**src/rtl/div_seq.sv**
```systemverilog
// Purpose : restoring radix-2 sequential divider for DIV/DIVU, one quotient bit per clock.
// Latency : start sampled at edge k -> ready_o after edge k+WIDTH+1; divide-by-zero after edge k+1.
// Backpr. : none internal; the requester holds start_i (and stalls) until ready_o, then drops start_i.
//
// Ports:
//   clk, rst                 clock, synchronous active-high reset
//   signed_div_i             1 = signed (DIV), 0 = unsigned (DIVU)
//   opdata1_i / opdata2_i    dividend / divisor, latched when the op is accepted
//   start_i                  request/hold, only looked at in FREE and END
//   annul_i                  abandons an op that is in progress (ON only)
//   result_o                 {remainder, quotient}, valid while ready_o=1
//   ready_o                  result valid
module div_seq #(
    parameter int WIDTH = 32
) (
    input  logic                 clk,
    input  logic                 rst,
    input  logic                 signed_div_i,
    input  logic [WIDTH-1:0]     opdata1_i,
    input  logic [WIDTH-1:0]     opdata2_i,
    input  logic                 start_i,
    input  logic                 annul_i,
    output logic [2*WIDTH-1:0]   result_o,
    output logic                 ready_o
);

    localparam int CW = $clog2(WIDTH) + 1;
    localparam logic [CW-1:0] LP_LAST = CW'(WIDTH);

    typedef enum logic [1:0] {
        S_FREE   = 2'd0,
        S_BYZERO = 2'd1,
        S_ON     = 2'd2,
        S_END    = 2'd3
    } state_t;

    state_t               r_state;
    logic [CW-1:0]        r_cnt;
    // r_dq starts as |dividend|; each step shifts its MSB into the partial
    // remainder and the new quotient bit into its LSB, so after WIDTH steps
    // it holds the unsigned quotient.
    logic [WIDTH-1:0]     r_dq;
    logic [WIDTH-1:0]     r_dvs;
    logic [WIDTH-1:0]     r_rem;
    logic                 r_sa;
    logic                 r_sb;
    logic                 r_sgn;
    logic [2*WIDTH-1:0]   r_result;
    logic                 r_ready;

    logic                 w_sa;
    logic                 w_sb;
    logic [WIDTH-1:0]     w_abs_a;
    logic [WIDTH-1:0]     w_abs_b;
    logic [WIDTH:0]       w_part;
    logic                 w_ge;
    logic [WIDTH-1:0]     w_rem_next;
    logic [WIDTH-1:0]     w_quot_fix;
    logic [WIDTH-1:0]     w_rem_fix;

    // Operand magnitudes: only negated when dividing signed and MSB is set.
    // The most negative value negates to itself, which reads correctly as an
    // unsigned magnitude of 2^(WIDTH-1).
    assign w_sa    = signed_div_i & opdata1_i[WIDTH-1];
    assign w_sb    = signed_div_i & opdata2_i[WIDTH-1];
    assign w_abs_a = w_sa ? (~opdata1_i + 1'b1) : opdata1_i;
    assign w_abs_b = w_sb ? (~opdata2_i + 1'b1) : opdata2_i;

    // Partial remainder is one bit wider than the divisor so the compare
    // cannot overflow; after a subtract the result is always < divisor and
    // fits back in WIDTH bits.
    assign w_part     = {r_rem, r_dq[WIDTH-1]};
    assign w_ge       = (w_part >= {1'b0, r_dvs});
    assign w_rem_next = w_ge ? (w_part[WIDTH-1:0] - r_dvs) : w_part[WIDTH-1:0];

    // Quotient sign is the XOR of operand signs; remainder follows dividend.
    assign w_quot_fix = (r_sgn & (r_sa ^ r_sb)) ? (~r_dq + 1'b1) : r_dq;
    assign w_rem_fix  = (r_sgn & r_sa) ? (~r_rem + 1'b1) : r_rem;

    always_ff @(posedge clk) begin
        if (rst) begin
            r_state  <= S_FREE;
            r_cnt    <= '0;
            r_dq     <= '0;
            r_dvs    <= '0;
            r_rem    <= '0;
            r_sa     <= 1'b0;
            r_sb     <= 1'b0;
            r_sgn    <= 1'b0;
            r_result <= '0;
            r_ready  <= 1'b0;
        end else begin
            case (r_state)
                S_FREE: begin
                    r_ready  <= 1'b0;
                    r_result <= '0;
                    if (start_i && !annul_i) begin
                        if (opdata2_i == '0) begin
                            r_state <= S_BYZERO;
                        end else begin
                            r_dq    <= w_abs_a;
                            r_dvs   <= w_abs_b;
                            r_rem   <= '0;
                            r_sa    <= w_sa;
                            r_sb    <= w_sb;
                            r_sgn   <= signed_div_i;
                            r_cnt   <= '0;
                            r_state <= S_ON;
                        end
                    end
                end

                S_BYZERO: begin
                    r_result <= '0;
                    r_ready  <= 1'b1;
                    r_state  <= S_END;
                end

                S_ON: begin
                    if (annul_i) begin
                        r_cnt   <= '0;
                        r_ready <= 1'b0;
                        r_state <= S_FREE;
                    end else if (r_cnt != LP_LAST) begin
                        r_rem <= w_rem_next;
                        r_dq  <= {r_dq[WIDTH-2:0], w_ge};
                        r_cnt <= r_cnt + 1'b1;
                    end else begin
                        r_result <= {w_rem_fix, w_quot_fix};
                        r_ready  <= 1'b1;
                        r_state  <= S_END;
                    end
                end

                S_END: begin
                    // Result is held as long as the requester keeps start_i up;
                    // dropping it is the handshake that frees the unit.
                    if (!start_i) begin
                        r_ready  <= 1'b0;
                        r_result <= '0;
                        r_state  <= S_FREE;
                    end
                end

                default: begin
                    r_state <= S_FREE;
                end
            endcase
        end
    end

    assign result_o = r_result;
    assign ready_o  = r_ready;

endmodule
```
**config.mk**
```make
export PLATFORM = sky130hd
export DESIGN_NAME = div_seq
export DESIGN_NICKNAME = d
export VERILOG_FILES = /design/src/rtl/div_seq.sv
export SDC_FILE = /design/constraint.sdc
export NUM_CORES = 1
export LEC_CHECK = 0
export ABC_AREA = 0
export ABC_CLOCK_PERIOD_IN_PS = 5400
export BUFFER_PORTS_ARGS = -buffer_cell sky130_fd_sc_hd__buf_2
export CORE_UTILIZATION = 60
export CTS_CLUSTER_SIZE = 20
export DETAILED_ROUTE_END_ITERATION = 6
export GPL_ROUTABILITY_DRIVEN = 1
export PLACE_DENSITY = 0.85
export SETUP_SLACK_MARGIN = 0.05
export SYNTH_ARGS = -nofsm -noshare
export SYNTH_HDL_FRONTEND = slang
export SYNTH_SLANG_ARGS = --single-unit
```
**constraint.sdc**
```tcl
create_clock -name clk -period 5.4 [get_ports clk]
set_input_delay 0 -clock clk [delete_from_list [all_inputs] [get_ports clk]]
set_output_delay 0 -clock clk [all_outputs]
set_load 0.005 [all_outputs]
```
# == After elaboration in Yosys (flattened, before gate mapping) ==
# Cells that the tools add are included.
# Widths: inputs -> output; s select.
# word_totals
register_bits,172
inputBits,69
output_inout_bits,65
elab_cells,85
# classes
add_sub_neg,6
n_lt_le_gt_ge,1
eq_ne,12
muxes,34
bitwise_logic,10
reduce_logical,12
# ops
cell,count
$mux 32,13
$mux 64,3
$pmux 64 s3,1
$add 32x1->32 const B,4
$not 32->32,4
$pmux 32 s2,2
$ge 33x32->1,1
$logic_not 32->1,1
$sub 32x32->32,1
$mux 6,4
$ne 2x2->1 const B,6
$pmux 6 s2,1
$mux 2,5
$reduce_and 3->1,3
$pmux 2 s4,1
$add 6x1->6 const B,1
$ne 3x3->1 const B,2
$ne 6x6->1 const B,1
$reduce_and 5->1,1
$and 1x1->1,4
$eq 2x2->1 const B,2
$pmux 1 s4,1
$reduce_and 4->1,1
$mux 1,3
other kinds (9),9

# == Longest topological paths before layout ==
# depth
word_depth,6
depth_mapped,13
depth_no_buf,13

# == Worst setup path after synthesis ==
# OpenSTA, ideal clock, no wires.
# synth_timing
kind,flip-flop to flip-flop
start,register r_dq[31]
end,register r_rem[28]
setup_time_ns,0.074
arrival_time_ns,2.782
t_required_ns,5.326
path_slack_ns,2.544
path_stages_with_launch,14
path_buffers,0
synth_period_minus_slack_ns,2.856
path_cell_list,dfxtp_1 -> inv_1 -> ha_1 -> inv_1 -> fa_1 -> a21o_1 -> a221oi_1 -> o21ai_0 -> a31oi_1 -> o21ai_0 -> a221oi_1 -> xnor2_1 -> mux2i_1 -> o21ai_0
# synth_between
elab_chain_cells,5
elab_cells_between_ends,6
cone_classes,add/sub: 1; order compare: 1; mux: 4
# synth_rtl
element,line,text
"start, declared",42,logic [WIDTH-1:0] r_dq;
"start signal, assigned",101,r_dq <= w_abs_a;
"start signal, assigned",126,"r_dq <= {r_dq[WIDTH-2:0], w_ge};"
$sub 32x32->32 / $ge 33x32->1 (equally long branches),"74, 73",
$mux 32 (*),74,assign w_rem_next = w_ge ? (w_part[WIDTH-1:0] - r_dvs) : w_part[WIDTH-1:0];
$mux 32 (*),124,end else if (r_cnt != LP_LAST) begin
$mux 32 (*),120,if (annul_i) begin
$pmux 32 s2 (*),93,case (r_state)
"end signal, assigned",125,r_rem <= w_rem_next;
"end, declared",44,logic [WIDTH-1:0] r_rem;
# Mark *: on every way between the ends. The rest lies on a longest branch, timed or not. The select of a mux whose other input is x is not followed.
# A chain may end at the register's enable or synchronous reset.

# == Final worst setup path ==
# layout_timing
start,input port opdata2_i[0]
end,register r_dvs[22]
# layout_between
elab_chain_cells,3
elab_cells_between_ends,6
cone_classes,add/sub: 1; mux: 1; bitwise: 2; reduce/logical: 2
# layout_rtl
element,line,text
"start, declared",20,"input logic [WIDTH-1:0] opdata2_i,"
$not 32->32 / $logic_not 32->1 (equally long branches),"67, 98",
$add 32x1->32 / $not 1->1 (equally long branches),-,
$mux 32 / $reduce_and 3->1 (equally long branches),-,
"end signal, assigned",102,r_dvs <= w_abs_b;
"end, declared",43,logic [WIDTH-1:0] r_dvs;
# Several ways; a longest one is shown, not always the timed one.

==> impl_metrics.env <==
export IMPL_nNetsFinal=1657
export IMPL_final_setup_tns_ps=0
export IMPL_worstPathArrival_ps=4580
export IMPL_rsz0062_at_grt="false"
export IMPL_gp_congestion=0.976
export IMPL_clockBufferDepth=2
export IMPL_die_w_um=137
export IMPL_finClkSkew_ps=14.2
export IMPL_period_minus_slack_ps=4200
export IMPL_hold_class="input pin to flop"
export IMPL_clock_latency_ps=430
export IMPL_cts_root_buffer="clkbuf_16"
export IMPL_cts_tree="yes"
export IMPL_tightest_slew_ps=1180
export IMPL_slew_headroom_pct=21.3
export IMPL_numCtsBuffers=17
export IMPL_pwr_density_cell_mw_per_mm2=345
export IMPL_critPathCaptureType="flop"
export IMPL_synth_edf_count=0
export IMPL_synth_seq_cells=172
export IMPL_rows=48
export IMPL_area_delta_synth_final_pct=15.5
export IMPL_worst_r2r_setup_slack_ps=1840
export IMPL_start_util_pct=62.3
export IMPL_drt_iter0_drc=1072
export IMPL_holdWs_ps=15.5
export IMPL_antenna_left=0
export IMPL_postCtsSetupBuffers=0
export IMPL_grt_overflow=0
export IMPL_wl_um=30000
export IMPL_io_buffers=133
export IMPL_htree_levels=4
export IMPL_grt_pass1_wl_um=48200
export IMPL_setup_violations=0
export IMPL_yosysUniqueCellTypes=67
export IMPL_die_height_um=137
export IMPL_grtUsageTotal_pct=32.5
export IMPL_floorplan_core_area_mm2=0.0175
export IMPL_irDropWorstVdd_mv=0.265
export IMPL_first_global_vias=9541
export IMPL_yosysSeqAreaShare_pct=31.5
export IMPL_synth_ff_type="dfxtp_1"
export IMPL_max_freq_mhz=238
export IMPL_grt_start_max_net_pins=80
export IMPL_critPathRequiredTime_ps=5780
export IMPL_final_common_cell="nand2_1"
export IMPL_io_pin_count=134
export IMPL_synthCells=1421
export IMPL_cts_clk_slew_worst_paths_ps=70
export IMPL_setup_ws_ps=1200
export IMPL_post_place_ws_ps=1820
export IMPL_wl_per_cell_um=16.8
export IMPL_postLayoutCoreUtil_pct=72.0
export IMPL_vias=10769
export IMPL_outcome="finished clean"
export IMPL_cts_resized=0
export IMPL_drc=0
export IMPL_startpoint_type="input pin"
export IMPL_cts_sinks=172
export IMPL_drive_gt1_share_pct=13.0
export IMPL_final_instance_count_excl_fill=1783
export IMPL_dp_cells=1716
export IMPL_timing_hold_violations_final=0
export IMPL_async_flop_share_pct=0
export IMPL_vias_per_cell=6.04
export IMPL_worstSetupPathType="input pin to flop"
export IMPL_drt_pass1_iterations=6
export IMPL_final_max_slew_viol_count=0
export IMPL_period_share_pct=77.8
export IMPL_leakage_uw=0.00539
export IMPL_path_max_fanout=37
export IMPL_layout_common_cells="207 x nand2_1, 172 x dfxtp_1, 149 x nor2_1"
export IMPL_maxCapViolCount=0
export IMPL_syn_area_per_cell_um2=7.69
export IMPL_ys_warn_count=0
export IMPL_dp_hpwl_um=21600
export IMPL_antenna_cells=0
export IMPL_mappedNetlistArea_mm2=0.0109
export IMPL_dieArea_mm2=0.0188
export IMPL_syn_nets=1533
export IMPL_antenna_found_initial=0
Yosys cell counts, types with 11 or more instances:
library cell | number | area, um^2
o31ai_1 | 21 | 158
nand3_1 | 23 | 115
nor2_1 | 149 | 559
a22o_1 | 24 | 210
clkbuf_1 | 61 | 229
a21oi_1 | 111 | 556
a21o_1 | 11 | 82.6
xor2_1 | 67 | 587
a22oi_1 | 33 | 248
inv_1 | 58 | 218
dfxtp_1 | 172 | 3440
a211oi_1 | 34 | 255
xnor2_1 | 84 | 736
nand2b_1 | 14 | 87.6
or4_1 | 12 | 90.1
buf_2 | 11 | 55.1
ha_1 | 42 | 526
mux2i_1 | 21 | 210
o21ai_0 | 104 | 521
nor3_1 | 17 | 85.1
nand2_1 | 207 | 777
final cells by class:
type                            count  area (um^2)
Multi-Input combinational cell   1116         6980
Fill cell                        1386         4920
Sequential cell                   172         3440
Timing Repair Buffer              180         1110
Clock buffer                       18          439
Tap cell                          225          282
Inverter                           58          218
Clock inverter                     14          153
registers in the layout, indices dropped and copies added, names as in the netlist:
signal    flops
result_o     64
r_dq         32
r_dvs        32
r_rem        32
r_cnt         6
r_state       2
r_sa          1
r_sb          1
r_sgn         1
ready_o       1
routing by layer:
metal  routed length, um  global-route usage [%]  up-vias
li1                    -                       -     5260
met1               14100                    48.5     4965
met2               12700                    48.2      501
met3                2820                    5.63       43
met4                 376                    7.20        0
met5                   0                       0        -
metrics by stage:
stage / cell area, um^2 / power [uW]
finish: 12600 / 4360
global route: 12600 / 4610
floorplan: 10900 / 2700
detailed placement: 11700 / 3070
global placement: 11700 / 3040
CTS: 12600 / 4320
worst paths after layout:
| check | start | endpoint | cells past startpoint |
|---|---|---|---|
| setup / recovery | opdata2_i[0] | r_dvs[22] | 14 |
| hold / removal | opdata1_i[30] | r_dq[30] | 5 |
| setup reg to reg | r_rem[0] | r_rem[16] | 11 |
| hold reg to reg | result_o[32] | result_o[32] | 2 |
critical path: stages:
cell and delay [ps]:
dlygate4sd3_1 540, buf_2 140, inv_1 70, ha_1 160, nor3b_1 360, nand2_1 270
nor4b_4 390, nand3_1 230, o41ai_2 360, or2_1 910, buf_4 360, nand2_1 70
a21oi_1 130, dlygate4sd3_1 560
repair_timing:
item / 4_1_cts / 5_1_grt
hold buffers: 35 / 0
hold endpoints to repair: 35 / 0
endpoints found under the setup margin: 0 / 0
logic make-up (layout without fill, tap and decap cells):
logic type / Yosys count / after routing / synth area share [%]
AOI/OAI and AO/OA: 400 / 400 / 23.6
xor gates and xnor gates: 151 / 151 / 12.1
adders and majority gates: 43 / 43 / 4.99
buffers and inverters: 133 / 270 / 4.69
DFF: 172 / 172 / 31.5
muxes: 25 / 25 / 2.34
and+or+nand+nor: 497 / 497 / 20.8
power breakdown:
group          leakage [uW]  switching [uW]  total (uW)  internal [uW]
Clock              0.000286             567        1230            667
Sequential          0.00139             121        1500           1380
Combinational       0.00371            1050        1630            574
Total               0.00539            1740        4360           2620
Power figures use the tool's default switching activity.
